**src/rtl/dac_update_scheduler_if.sv**
```systemverilog
// Producer/driver-side bus of the DAC update scheduler.
// master = environment (producers, route control, driver busy); slave = scheduler.
interface dac_update_scheduler_if #(parameter int NUM_SRC = 4);
  logic [NUM_SRC*16-1:0] src_data;
  logic [NUM_SRC-1:0]    src_valid;
  logic [7:0]            route;
  logic                  route_update;
  logic                  force_midscale;
  logic                  dac_busy;
  logic                  dac_start;
  logic [63:0]           dac_data;
  logic [15:0]           frame_count;
  logic [7:0]            drop_count;
  logic                  timeout_err;

  modport master (
    output src_data, src_valid, route, route_update, force_midscale, dac_busy,
    input  dac_start, dac_data, frame_count, drop_count, timeout_err
  );
  modport slave (
    input  src_data, src_valid, route, route_update, force_midscale, dac_busy,
    output dac_start, dac_data, frame_count, drop_count, timeout_err
  );
endinterface

```
**src/rtl/dac_update_scheduler.sv**
```systemverilog
// Routes producer samples to four AD5541A channels and paces driver start pulses.
// Optional DAC_SLEW_LIMIT_EN: per-frame step limit of MAX_STEP per channel.
module dac_sched_lane #(
  parameter logic [15:0] MAX_STEP = 16'h0400
) (
  input  logic            clk,
  input  logic            reset_n,
  input  logic [1:0]      sel,
  input  logic [3:0]      src_v,
  input  logic [3:0][15:0] src_d,
  input  logic            launch,
  input  logic            force_mid,
  output logic            dirty,
  output logic            drop,
  output logic [15:0]     dac_word
);
  logic        hit;
  logic        keep_dirty;
  logic [15:0] pending;
  logic [15:0] next_word;

  assign hit  = src_v[sel];
  // a sample arriving on the launch cycle re-arms dirty instead of counting as a drop
  assign drop = hit & dirty & ~launch;

`ifdef DAC_SLEW_LIMIT_EN
  logic [15:0]        prev;
  logic [15:0]        step;
  logic signed [16:0] diff;
  logic signed [16:0] lim;
  logic signed [16:0] lim_max;

  always_comb begin
    prev    = dac_word ^ 16'h8000;
    lim_max = $signed({1'b0, MAX_STEP});
    diff    = $signed({pending[15], pending}) - $signed({prev[15], prev});
    if (diff > lim_max)       lim = lim_max;
    else if (diff < -lim_max) lim = -lim_max;
    else                      lim = diff;
    step       = prev + lim[15:0];
    next_word  = force_mid ? 16'h8000 : (step ^ 16'h8000);
    keep_dirty = dirty && !force_mid && (step != pending);
  end
`else
  logic unused_max_step;
  assign unused_max_step = ^MAX_STEP;
  assign next_word  = force_mid ? 16'h8000 : (pending ^ 16'h8000);
  assign keep_dirty = 1'b0;
`endif

  always_ff @(posedge clk or negedge reset_n) begin
    if (!reset_n) begin
      pending  <= '0;
      dirty    <= 1'b0;
      dac_word <= 16'h8000;
    end else begin
      if (launch) dac_word <= next_word;
      if (hit) begin
        pending <= src_d[sel];
        dirty   <= 1'b1;
      end else if (launch) begin
        dirty <= keep_dirty;
      end
    end
  end
endmodule

module dac_update_scheduler #(
  parameter int          NUM_SRC      = 4,
  parameter int          MIN_PERIOD   = 50,
  parameter int          BUSY_TIMEOUT = 4,
  parameter logic [15:0] MAX_STEP     = 16'h0400
) (
  input logic                  clk,
  input logic                  reset_n,
  dac_update_scheduler_if.slave bus
);
  localparam int NUM_CH = 4;
  localparam int HW     = $clog2(MIN_PERIOD);
  localparam int TW     = $clog2(BUSY_TIMEOUT + 1);

  typedef enum logic [1:0] {IDLE, WAIT_BUSY, BUSY, HOLDOFF} state_t;

  state_t                     state_q, state_d;
  logic [HW-1:0]              holdoff_q;
  logic [TW-1:0]              tmo_q;
  logic [7:0]                 route_act, route_pend;
  logic                       route_pend_vld;
  logic                       launch, tmo_hit;
  logic [NUM_CH-1:0]          dirty, drop;
  logic [NUM_CH-1:0][15:0]    dac_word;
  logic [3:0]                 src_v4;
  logic [3:0][15:0]           src_d4;
  logic [2:0]                 ndrop;
  logic [8:0]                 drop_sum;
  logic                       dac_start_q, tmo_err_q;
  logic [15:0]                frame_q;
  logic [7:0]                 drop_q;

  // sources beyond NUM_SRC read as never-valid, so such routes never dirty a channel
  always_comb begin
    src_v4 = '0;
    src_d4 = '0;
    for (int s = 0; s < NUM_SRC; s++) begin
      src_v4[s] = bus.src_valid[s];
      src_d4[s] = bus.src_data[16*s +: 16];
    end
  end

  for (genvar k = 0; k < NUM_CH; k++) begin : g_lane
    dac_sched_lane #(.MAX_STEP(MAX_STEP)) u_lane (
      .clk      (clk),
      .reset_n  (reset_n),
      .sel      (route_act[2*k +: 2]),
      .src_v    (src_v4),
      .src_d    (src_d4),
      .launch   (launch),
      .force_mid(bus.force_midscale),
      .dirty    (dirty[k]),
      .drop     (drop[k]),
      .dac_word (dac_word[k])
    );
  end

  always_comb begin
    state_d = state_q;
    launch  = 1'b0;
    tmo_hit = 1'b0;
    case (state_q)
      IDLE: if (holdoff_q == '0 && (|dirty || bus.force_midscale)) begin
        launch  = 1'b1;
        state_d = WAIT_BUSY;
      end
      WAIT_BUSY: begin
        if (bus.dac_busy) state_d = BUSY;
        else if (tmo_q == TW'(BUSY_TIMEOUT - 1)) begin
          tmo_hit = 1'b1;
          state_d = HOLDOFF;
        end
      end
      BUSY:    if (!bus.dac_busy) state_d = HOLDOFF;
      HOLDOFF: if (holdoff_q == '0) state_d = IDLE;
      default: state_d = IDLE;
    endcase
  end

  always_comb begin
    ndrop = '0;
    for (int k = 0; k < NUM_CH; k++) ndrop = ndrop + 3'(drop[k]);
    drop_sum = {1'b0, drop_q} + 9'(ndrop);
  end

  always_ff @(posedge clk or negedge reset_n) begin
    if (!reset_n) begin
      state_q        <= IDLE;
      holdoff_q      <= '0;
      tmo_q          <= '0;
      route_act      <= 8'b11_10_01_00;
      route_pend     <= 8'b11_10_01_00;
      route_pend_vld <= 1'b0;
      dac_start_q    <= 1'b0;
      frame_q        <= '0;
      drop_q         <= '0;
      tmo_err_q      <= 1'b0;
    end else begin
      state_q     <= state_d;
      dac_start_q <= launch;
      frame_q     <= frame_q + 16'(launch);
      drop_q      <= (drop_sum > 9'd255) ? 8'hFF : drop_sum[7:0];
      tmo_err_q   <= tmo_err_q | tmo_hit;
      tmo_q       <= (state_q == WAIT_BUSY) ? tmo_q + 1'b1 : '0;
      if (launch)                holdoff_q <= HW'(MIN_PERIOD - 1);
      else if (holdoff_q != '0)  holdoff_q <= holdoff_q - 1'b1;
      // a fresh route_update overrides the clear so the newest table is applied next IDLE
      if (state_q == IDLE && route_pend_vld) begin
        route_act      <= route_pend;
        route_pend_vld <= 1'b0;
      end
      if (bus.route_update) begin
        route_pend     <= bus.route;
        route_pend_vld <= 1'b1;
      end
    end
  end

  assign bus.dac_start   = dac_start_q;
  assign bus.dac_data    = dac_word;
  assign bus.frame_count = frame_q;
  assign bus.drop_count  = drop_q;
  assign bus.timeout_err = tmo_err_q;
endmodule

```
**src/flat_wrapper.sv**
```systemverilog
// flat-port wrapper written by rule: the top's interface ports become plain ports
module dac_update_scheduler_flat 
#(
  parameter int          NUM_SRC      = 4,
  parameter int          MIN_PERIOD   = 50,
  parameter int          BUSY_TIMEOUT = 4,
  parameter logic [15:0] MAX_STEP     = 16'h0400
)
  (clk, reset_n, bus_src_data, bus_src_valid, bus_route, bus_route_update, bus_force_midscale, bus_dac_busy, bus_dac_start, bus_dac_data, bus_frame_count, bus_drop_count, bus_timeout_err);
  dac_update_scheduler_if #(.NUM_SRC(NUM_SRC)) bus_i ();
  input logic clk;
  input logic reset_n;
  input wire logic [$bits(bus_i.src_data)-1:0] bus_src_data;
  input wire logic [$bits(bus_i.src_valid)-1:0] bus_src_valid;
  input wire logic [$bits(bus_i.route)-1:0] bus_route;
  input wire logic [$bits(bus_i.route_update)-1:0] bus_route_update;
  input wire logic [$bits(bus_i.force_midscale)-1:0] bus_force_midscale;
  input wire logic [$bits(bus_i.dac_busy)-1:0] bus_dac_busy;
  output wire logic [$bits(bus_i.dac_start)-1:0] bus_dac_start;
  output wire logic [$bits(bus_i.dac_data)-1:0] bus_dac_data;
  output wire logic [$bits(bus_i.frame_count)-1:0] bus_frame_count;
  output wire logic [$bits(bus_i.drop_count)-1:0] bus_drop_count;
  output wire logic [$bits(bus_i.timeout_err)-1:0] bus_timeout_err;
  assign bus_i.src_data = bus_src_data;
  assign bus_i.src_valid = bus_src_valid;
  assign bus_i.route = bus_route;
  assign bus_i.route_update = bus_route_update;
  assign bus_i.force_midscale = bus_force_midscale;
  assign bus_i.dac_busy = bus_dac_busy;
  assign bus_dac_start = bus_i.dac_start;
  assign bus_dac_data = bus_i.dac_data;
  assign bus_frame_count = bus_i.frame_count;
  assign bus_drop_count = bus_i.drop_count;
  assign bus_timeout_err = bus_i.timeout_err;
  dac_update_scheduler #(.NUM_SRC(NUM_SRC), .MIN_PERIOD(MIN_PERIOD), .BUSY_TIMEOUT(BUSY_TIMEOUT), .MAX_STEP(MAX_STEP)) u_core (.clk(clk), .reset_n(reset_n), .bus(bus_i));
endmodule
```
**config.mk**
```make
export PLATFORM = sky130hd
export DESIGN_NAME = dac_update_scheduler_flat
export DESIGN_NICKNAME = d
export VERILOG_FILES = /design/src/rtl/dac_update_scheduler_if.sv /design/src/rtl/dac_update_scheduler.sv /design/src/flat_wrapper.sv
export SDC_FILE = /design/constraint.sdc
export NUM_CORES = 1
export LEC_CHECK = 0
export ABC_CLOCK_PERIOD_IN_PS = 7300
export BUFFER_PORTS_ARGS = -buffer_cell sky130_fd_sc_hd__buf_4
export CORE_ASPECT_RATIO = 1.75
export CORE_MARGIN = 2
export CORE_UTILIZATION = 35
export DETAILED_ROUTE_END_ITERATION = 8
export MAX_ROUTING_LAYER = met4
export PLACE_DENSITY = 0.57
export SLEW_MARGIN = 25
export SYNTH_ARGS = -nofsm -noshare
export SYNTH_HDL_FRONTEND = slang
export SYNTH_SLANG_ARGS = --single-unit
```
**constraint.sdc**
```tcl
create_clock -name clk -period 7.3 [get_ports clk]
set_input_delay 1.825 -clock clk [delete_from_list [all_inputs] [get_ports clk]]
set_output_delay 1.825 -clock clk [all_outputs]
set_load 0.1 [all_outputs]
```
==> results_dict.tcl, run 1 <==
set metrics [dict create \
    coreArea_um2 26400 \
    antenna_found_initial 0 \
    path_cells "buf_4 -> or4_4 -> o2111ai_4 -> and3_1 -> ha_1 -> fa_1 -> ha_1 -> inv_1 -> fa_1 -> nor2b_1 -> o21ba_2 -> nand4_1 -> o21ai_0" \
    timing.hold.ws_ps 430 \
    p_leak_uw 0.00505 \
    num_antenna_cells 0 \
    grt_start_max_net_pins 125 \
    crit_buf_inv 2 \
    root_buffer "clkbuf_16" \
    netlist_area_um2 9300 \
    max_slew.worst_pin.slew_ps 833 \
    dieWidth_um 127 \
    die_h_um 220 \
    grt_pass1_vias 6424 \
    crit_arrival_ps 5540 \
    grt_remaining_overflow 0 \
    initial_core_util_pct 35.2 \
    finalHoldViolCount 0 \
    min_period_ps 5180 \
    drt-wirelength-per-cell_um 20.7 \
    ys_seq_elements 186 \
    placedInstanceArea_um2 10800 \
    setup-tns-final_ps 0 \
    yosys-top-cells-area "dfrtp_1 47%, mux4_2 16%, mux2_2 9.8%, nand2b_1 4.2%, dfstp_2 3.4%" \
    clk_latency_ps 450 \
    grt_setup_unrepaired "false" \
    powerDensity_nw_per_um2 449 \
    syn_inst 710 \
    final-setup-viol-count 0 \
    cp_top_family "adder cells" \
    finalPower_uw 5120 \
    gp_congestion 0.813 \
    fin_area_um2 11400 \
    io_pins 171 \
    cts_buffers 17 \
    dpl.hpwl_um 18000 \
    yosysTopAreaCell "dfrtp_1" \
    dieArea_um2 28000 \
    relSlewSlack_pct 44.5 \
    synthesis.nets 809 \
    rows 79 \
    wl_um 24800 \
    cts_setup_buffers 0 \
    layout.nets 960 \
    drive_above_1_share_pct 42.8 \
    ys_types 44 \
    max_freq_ghz 0.193 \
    synthArstFlopShare_pct 100 \
    detail_route.first_pass.iterations 4 \
    hold_path_class "reg -> reg" \
    stdcell_count 1198 \
    cts_resized 0 \
    regToRegSetupSlack_ps 2780 \
    worst_setup_path_end_kind "register" \
    dr.first_iter.drc_count 289 \
    synth_warnings 0 \
    synth_edf_count 0 \
    fillers 2523 \
    ir_drop_v 0.000245 \
    cap_violations 0 \
    grt_pass1_wl_um 37600 \
    drc_errors 0 \
    placedCellCount 1165 \
    clkSinkCount 186 \
    crit_path_max_incr_delay_ps 500 \
    via_count 6187 \
    fin_crit_sh_pct 70.9 \
    vias_per_cell 5.16 \
    slew_violations 0 \
    cts_tree "done" \
    synth_ff_type "dfrtp_1" \
    skew_ps 9.57 \
    worst-setup-path-type "in -> reg" \
    critPathSlowestCell "or4_4" \
    cts_hold_buf 0 \
    portBuffers 170 \
    synth_top_area_share_pct 46.8 \
    clk_pin_slew_worst_paths_ps 60 \
    drt.antenna.violating_nets 0 \
    syn_to_final_growth_pct 22.7 \
    cp-start-kind "primary input" \
    clock_path_buffers 2 \
    synth.avg_cell_area_um2 13.1 \
    status "finished clean" \
    required_ps 7660 \
    seq_area_frac_synth_pct 50.2 \
    path_max_fanout 65 \
    track_usage_pct 18.9 \
    cts-htree-levels 4 \
]
area by class of cell:
cell class / instances / area (um2) / area share [%]
tap: 324 / 405 / 3.55
multi-input combinational: 466 / 4350 / 38.1
clock buffer: 22 / 464 / 4.07
clock inverter: 10 / 116 / 1.02
inverter: 11 / 41.3 / 0.362
sequential: 186 / 4670 / 40.9
timing repair buffer: 179 / 1370 / 12.0
through the flow:
step / util [%] / setup WS, ps
floorplan: - / 2290
global placement: 40.9 / 1690
detailed placement: 40.9 / 1610
CTS: 43.1 / 2070
global route: 43.3 / 1830
finish: 43.3 / 2120
cell usage in the layout (no fill, tap or decap), types with 2 or more instances in the layout:
cell and n:
nor3_1 6, o21ai_1 8, clkbuf_16 17, nand3_1 7, a21o_1 7, a31oi_1 2, buf_4 177, mux2i_1 3
clkbuf_8 2, xor2_1 5, mux2_2 81, nand4_1 3, nor2_1 9, fa_1 2, nand2_1 80, clkinvlp_4 2
dfstp_2 12, xnor2_1 12, a21oi_1 2, nand2b_1 62, inv_1 10, clkbuf_1 3, o21ai_0 59, dfrtp_1 174
and4_1 3, clkinv_2 3, inv_6 2, nor2b_1 11, bufinv_16 2, and3_1 6, mux4_2 68, ha_1 16
cells by family (layout without fill, tap and decap cells):
group	Yosys count	count (layout)	share of synthesized area (%)
simple gates	191	191	10.4
flops	186	186	50.2
mux	152	152	26.6
compound gates	88	88	5.42
buf+inv	58	222	3.19
fa+ha+maj	18	18	2.58
xor+xnor	17	17	1.60
per-layer routing:
| layer | GRT usage, % | wire [um] | up-vias |
|---|---|---|---|
| li1 | - | - | 2853 |
| met1 | 20.5 | 9480 | 3135 |
| met3 | 4.42 | 1140 | 30 |
| met4 | 8.17 | 843 | 0 |
| met2 | 33.2 | 13300 | 169 |
| met5 | - | 0 | - |
state kept, by name, summed over array words and instances (netlist names):
signal,count
u_core.g_lane.u_lane.dac_word,64
u_core.tmo_q,3
u_core.holdoff_q,6
u_core.bus.dac_start,1
u_core.g_lane.u_lane.pending,64
u_core.bus.drop_count,8
u_core.route_pend,8
u_core.route_pend_vld,1
u_core.route_act,8
u_core.g_lane.u_lane.dirty,4
u_core.state_q,2
u_core.bus.frame_count,16
u_core.bus.timeout_err,1
path summary, 6_finish.rpt:
check | from | end | depth (start not counted)
hold reg to reg | u_core.tmo_q[0] | u_core.tmo_q[0] | 1
setup / recovery | bus_force_midscale | u_core.bus.drop_count[4] | 13
hold / removal | u_core.tmo_q[0] | u_core.tmo_q[0] | 1
setup reg to reg | u_core.route_act[2] | u_core.bus.drop_count[4] | 11
min in group asynchronous | reset_n | u_core.bus.frame_count[9] | 1
max in group asynchronous | reset_n | u_core.bus.dac_start | 3
cells in the mapped netlist (all sizes together) (2+ instances only):
master and count:
dfrtp 174, mux2 81, nand2 80, mux4 68, o21ai 67, nand2b 62
buf 29, clkbuf 18, ha 16, dfstp 12, xnor2 12, inv 11
nor2b 11, nor2 9, a21o 7, nand3 7, and3 6, nor3 6
xor2 5, and4 3, mux2i 3, nand4 3, a211oi 2, a21oi 2
a31oi 2, fa 2
where the power goes:
| group | internal (uW) | switching [uW] |
|---|---|---|
| registers | 1390 | 335 |
| clock network | 523 | 406 |
| logic | 1010 | 1460 |
Power figures use the tool's default switching activity.
==> run 2, diff against run 1 <==
- ABC_CLOCK_PERIOD_IN_PS: 7300 -> 5000
- clock period: 7.3 -> 5 ns (I/O delays scaled with it)
==> run 2 against run 1 <==
  * Design area up 0.22%
  * Critical path depth unchanged
  * Die area unchanged
  * Total power up 46%
  * Core utilization up 0.095 points
  * Critical path type unchanged
  * Largest power group unchanged
==> results_dict.tcl, run 2 (synthesis gave the netlist of run 1 again) <==
set metrics [dict create \
    status "finished clean" \
    detail_route.first_pass.iterations 4 \
    initial_core_util_pct 35.2 \
    grt_remaining_overflow 0 \
    skew_ps 11.7 \
    seqPwrFrac_pct 31.9 \
    regToRegSetupSlack_ps 1070 \
    crit_arrival_ps 4460 \
    grt_setup_unrepaired "false" \
    die_h_um 220 \
    powerDensity_nw_per_um2 653 \
    seqCellArea_um2 4670 \
    wl_um 26100 \
    dpl.hpwl_um 19300 \
    p_sw_share_pct 44.0 \
    cts-htree-levels 4 \
    max_slew.worst_pin.slew_ps 616 \
    finalPower_uw 7470 \
    cts_hold_buf 0 \
    cp-start-kind "primary input" \
    multi_input_area_um2 4350 \
    required_ps 5370 \
    clk_latency_ps 450 \
    dieArea_um2 28000 \
    dr.first_iter.drc_count 210 \
    p_leak_uw 0.00506 \
    final-setup-viol-count 0 \
    pre_cts_ws_ps 404 \
    layout.nets 969 \
    fin_crit_sh_pct 81.8 \
    worst_setup_path_end_kind "register" \
    grt_pass1_vias 6838 \
    path_max_fanout 70 \
    vias_per_cell 5.18 \
    slew_violations 0 \
    antenna_found_initial 3 \
    coreArea_um2 26400 \
    fillers 2514 \
    p_int_uw 4180 \
    clkSinkCount 186 \
    ir_drop_v 0.000429 \
    grt_start_max_net_pins 119 \
    grt_pass1_wl_um 40400 \
    worst-setup-path-type "in -> reg" \
    relSlewSlack_pct 58.9 \
    comb_power_share_pct 51.5 \
    setup-tns-final_ps 0 \
    cts_buffers 17 \
    clk_pin_slew_worst_paths_ps 70 \
    drive_above_1_share_pct 43.5 \
    p_sw_uw 3290 \
    hold_path_class "reg -> reg" \
    min_period_ps 4090 \
    gp_congestion 0.807 \
    track_usage_pct 20.5 \
    placedInstanceArea_um2 10900 \
    finalWorstSetupSlack_ps 910 \
    dieWidth_um 127 \
    cts_setup_buffers 0 \
    drt-wirelength-per-cell_um 21.6 \
    clock_path_buffers 2 \
    cap_violations 0 \
    max_freq_ghz 0.244 \
    cts_tree "done" \
    final_common_cell "buf_4" \
    root_buffer "clkbuf_16" \
    via_count 6254 \
    final_cell_mix "185 x buf_4, 174 x dfrtp_1, 81 x mux2_2, 80 x nand2_1, 68 x mux4_2" \
    rows 79 \
    fin_area_um2 11400 \
    portBuffers 170 \
    io_pins 171 \
    cts_resized 0 \
    syn_to_final_growth_pct 23.0 \
    p_clk_share_pct 16.6 \
    finalHoldViolCount 0 \
    drc_errors 0 \
    drt.antenna.violating_nets 0 \
]
## run 2: changes by cell type in the layout (fill, tap and decap cells not counted), moves of 2 or more
cell / change
bufinv_16: -2
buf_4: +8
diode_2: +3
clkbuf_1: -2
clkinvlp_4: +3
## run 2: power by group through the flow
stage / clock (uW) / combinational [uW] / sequential (uW)
floorplan: 0 / 1940 / 3330
global placement: 0 / 3870 / 2410
detailed placement: 0 / 3910 / 2420
CTS: 1280 / 3920 / 2390
global route: 1340 / 4120 / 2450
finish: 1240 / 3850 / 2390
## run 2: through the flow
stage          utilization (%)  hold slack (ps)  std cells
2_1_floorplan                -              409        710
3_3_place_gp              41.3              422       1174
3_5_place_dp              41.3              433       1174
4_1_cts                   43.2              443       1204
5_1_grt                   43.4              479       1208
6_report                  43.4              442       1208
## run 2: critical path, cell delays in order
cell       delay [ps]
buf_4             140
or4_4             440
o2111ai_4         220
buf_4             550
and3_1            280
fa_1              180
ha_1              140
inv_1              60
fa_1              400
nor2b_1           180
o21ba_2           210
nand4_1           230
o21ai_0           140
## run 2: layout make-up
type	instances	share of cell area, %
antenna	3	0.0656
clock buffer	19	3.87
clock inverter	11	0.656
inverter	11	0.361
multi-input combinational	466	38.0
sequential	186	40.8
tap	324	3.54
timing repair buffer	188	12.7
## run 2: metal layers
| metal | vias up | part of all wire (%) | global-route usage, % |
|---|---|---|---|
| met4 | 0 | 3.9 | 8.97 |
| met3 | 37 | 5.1 | 5.51 |
| met2 | 178 | 55 | 36.3 |
| met1 | 3181 | 36 | 21.2 |
| met5 | - | 0 | - |
| li1 | 2858 | - | - |
## run 2: path summary, 6_finish.rpt
kind / from / end / cells after the start
max: bus_force_midscale / u_core.bus.drop_count[2] / 13
min in group asynchronous: reset_n / u_core.g_lane[1].u_lane.dac_word[9] / 1
max in group asynchronous: reset_n / u_core.route_pend[5] / 2
max reg2reg: u_core.holdoff_q[0] / u_core.bus.drop_count[2] / 14
min: u_core.tmo_q[0] / u_core.tmo_q[0] / 1
min reg2reg: u_core.tmo_q[0] / u_core.tmo_q[0] / 1
==> run 3, diff against run 2 <==
- ABC_CLOCK_PERIOD_IN_PS: 5000 -> 4100
- clock period: 5 -> 4.1 ns (I/O delays scaled with it)
==> run 3 against run 2 <==
  * Total power grew 25%
  * Global-route usage fell by 0.062 points
  * Clock skew fell by 1.3 ps
  * Combinational power up 26%
  * First-iteration DRC count fell by 15%
  * Register-to-register slack got worse by 550 ps
  * Critical path type unchanged
==> results_dict.tcl, run 3 (synthesis gave the netlist of run 1 again) <==
set metrics [dict create \
    status "finished clean" \
    root_buffer "clkbuf_16" \
    dpl.hpwl_um 19500 \
    rows 79 \
    drt.antenna.violating_nets 0 \
    hold_path_class "reg -> reg" \
    min_period_ps 3700 \
    grt_setup_unrepaired "false" \
    powerDensity_nw_per_um2 806 \
    path_cells "buf_4 -> or4_4 -> o2111ai_4 -> and3_4 -> ha_4 -> fa_2 -> ha_4 -> inv_2 -> fa_2 -> nor2b_2 -> o21ba_4 -> nand4_1 -> o21ai_1" \
    grt_pass1_vias 6781 \
    worst_setup_path_end_kind "register" \
    cp-start-kind "primary input" \
    critPathSlowestCell "fa_2" \
    final-setup-viol-count 0 \
    gp_congestion 0.840 \
    clkSinkCount 186 \
    drc_errors 0 \
    cts_tree "done" \
    fin_area_um2 11500 \
    dieWidth_um 127 \
    track_usage_pct 20.4 \
    vias_per_cell 5.28 \
    cp_top_family "adder cells" \
    max_freq_ghz 0.270 \
    antenna_found_initial 0 \
    cts_buffers 17 \
    postLayoutCoreUtil_pct 43.8 \
    die_h_um 220 \
    finalHoldViolCount 0 \
    cts_setup_buffers 0 \
    final_cell_mix "192 x buf_4, 174 x dfrtp_1, 81 x mux2_2, 80 x nand2_1, 68 x mux4_2" \
    cts_hold_buf 0 \
    clock_path_buffers 2 \
    num_antenna_cells 0 \
    drt-wirelength-per-cell_um 21.8 \
    io_pins 171 \
    setup-tns-final_ps 0 \
    clk_latency_ps 460 \
    max_slew.worst_pin.slew_ps 963 \
    worst-setup-path-type "in -> reg" \
    cts-htree-levels 4 \
    clk_pin_slew_worst_paths_ps 70 \
    grt_pass1_wl_um 40300 \
    slew_violations 0 \
    grt_start_max_net_pins 105 \
    fin_crit_sh_pct 90.3 \
    cap_violations 0 \
    layout.nets 975 \
    required_ps 4480 \
    initial_core_util_pct 35.2 \
    detail_route.first_pass.iterations 4 \
    dieArea_um2 28000 \
    cts_resized 0 \
    dr.first_iter.drc_count 178 \
    ir_drop_v 0.000442 \
    p_leak_uw 0.00510 \
    path_max_fanout 6 \
    crit_buf_inv 2 \
    coreArea_um2 26400 \
    wl_um 26400 \
    relSlewSlack_pct 35.8 \
    crit_arrival_ps 4080 \
    grt_remaining_overflow 0 \
    skew_ps 10.4 \
    drive_above_1_share_pct 44.9 \
    syn_to_final_growth_pct 24.2 \
    finalPower_uw 9310 \
    via_count 6403 \
    crit_path_max_incr_delay_ps 540 \
    portBuffers 170 \
    final_common_cell "buf_4" \
    placedInstanceArea_um2 11000 \
    timing.hold.ws_ps 438 \
]
-- run 3: power by group --
| group | internal, uW | switching [uW] |
|---|---|---|
| Combinational | 1920 | 2920 |
| Clock | 854 | 754 |
| Sequential | 2470 | 396 |
-- run 3: final timing paths --
| check | cells after the start | to | startpoint | slack (ps) |
|---|---|---|---|---|
| setup / recovery | 13 | u_core.bus.drop_count[4] | bus_force_midscale | 400 |
| hold / removal | 1 | u_core.tmo_q[0] | u_core.tmo_q[0] | 440 |
| setup reg to reg | 14 | u_core.bus.drop_count[4] | u_core.holdoff_q[0] | 520 |
| hold reg to reg | 1 | u_core.tmo_q[0] | u_core.tmo_q[0] | 440 |
| max in group asynchronous | 2 | u_core.route_pend[5] | reset_n | 2750 |
| min in group asynchronous | 1 | u_core.bus.frame_count[0] | reset_n | 480 |
-- run 3: metal layers --
metal	part of all wire, %	GRT usage [%]
met3	5.7	4.25
met2	54	34.8
met5	0	-
met1	37	22.4
met4	4.0	10.6
-- run 3: metrics by stage --
stage / instances / worst slack, ps
3_5_place_dp: 1181 / -77.3
5_1_grt: 1213 / 269
6_report: 1213 / 396
4_1_cts: 1213 / 415
2_1_floorplan: 710 / -42.8
3_3_place_gp: 1181 / -40.2
-- run 3: final cells by class --
type / count / area [um2]
clock buffers: 19 / 443
clock inverters: 13 / 119
fillers: 2462 / 14800
inverters: 11 / 41.3
multi-input cells: 466 / 4400
flip-flops and latches: 186 / 4670
well taps: 324 / 405
repair buffers: 194 / 1480
-- run 3: worst reg2reg max path, stage by stage, from the launching register on --
cell	delay, ps
dfrtp_1	410
inv_1	110
ha_1	170
nor2b_1	290
o2111ai_4	220
buf_4	270
and3_1	220
fa_2	590
ha_4	130
inv_2	40
fa_2	350
nor2b_2	190
o21ba_4	170
nand4_1	210
o21ai_1	150
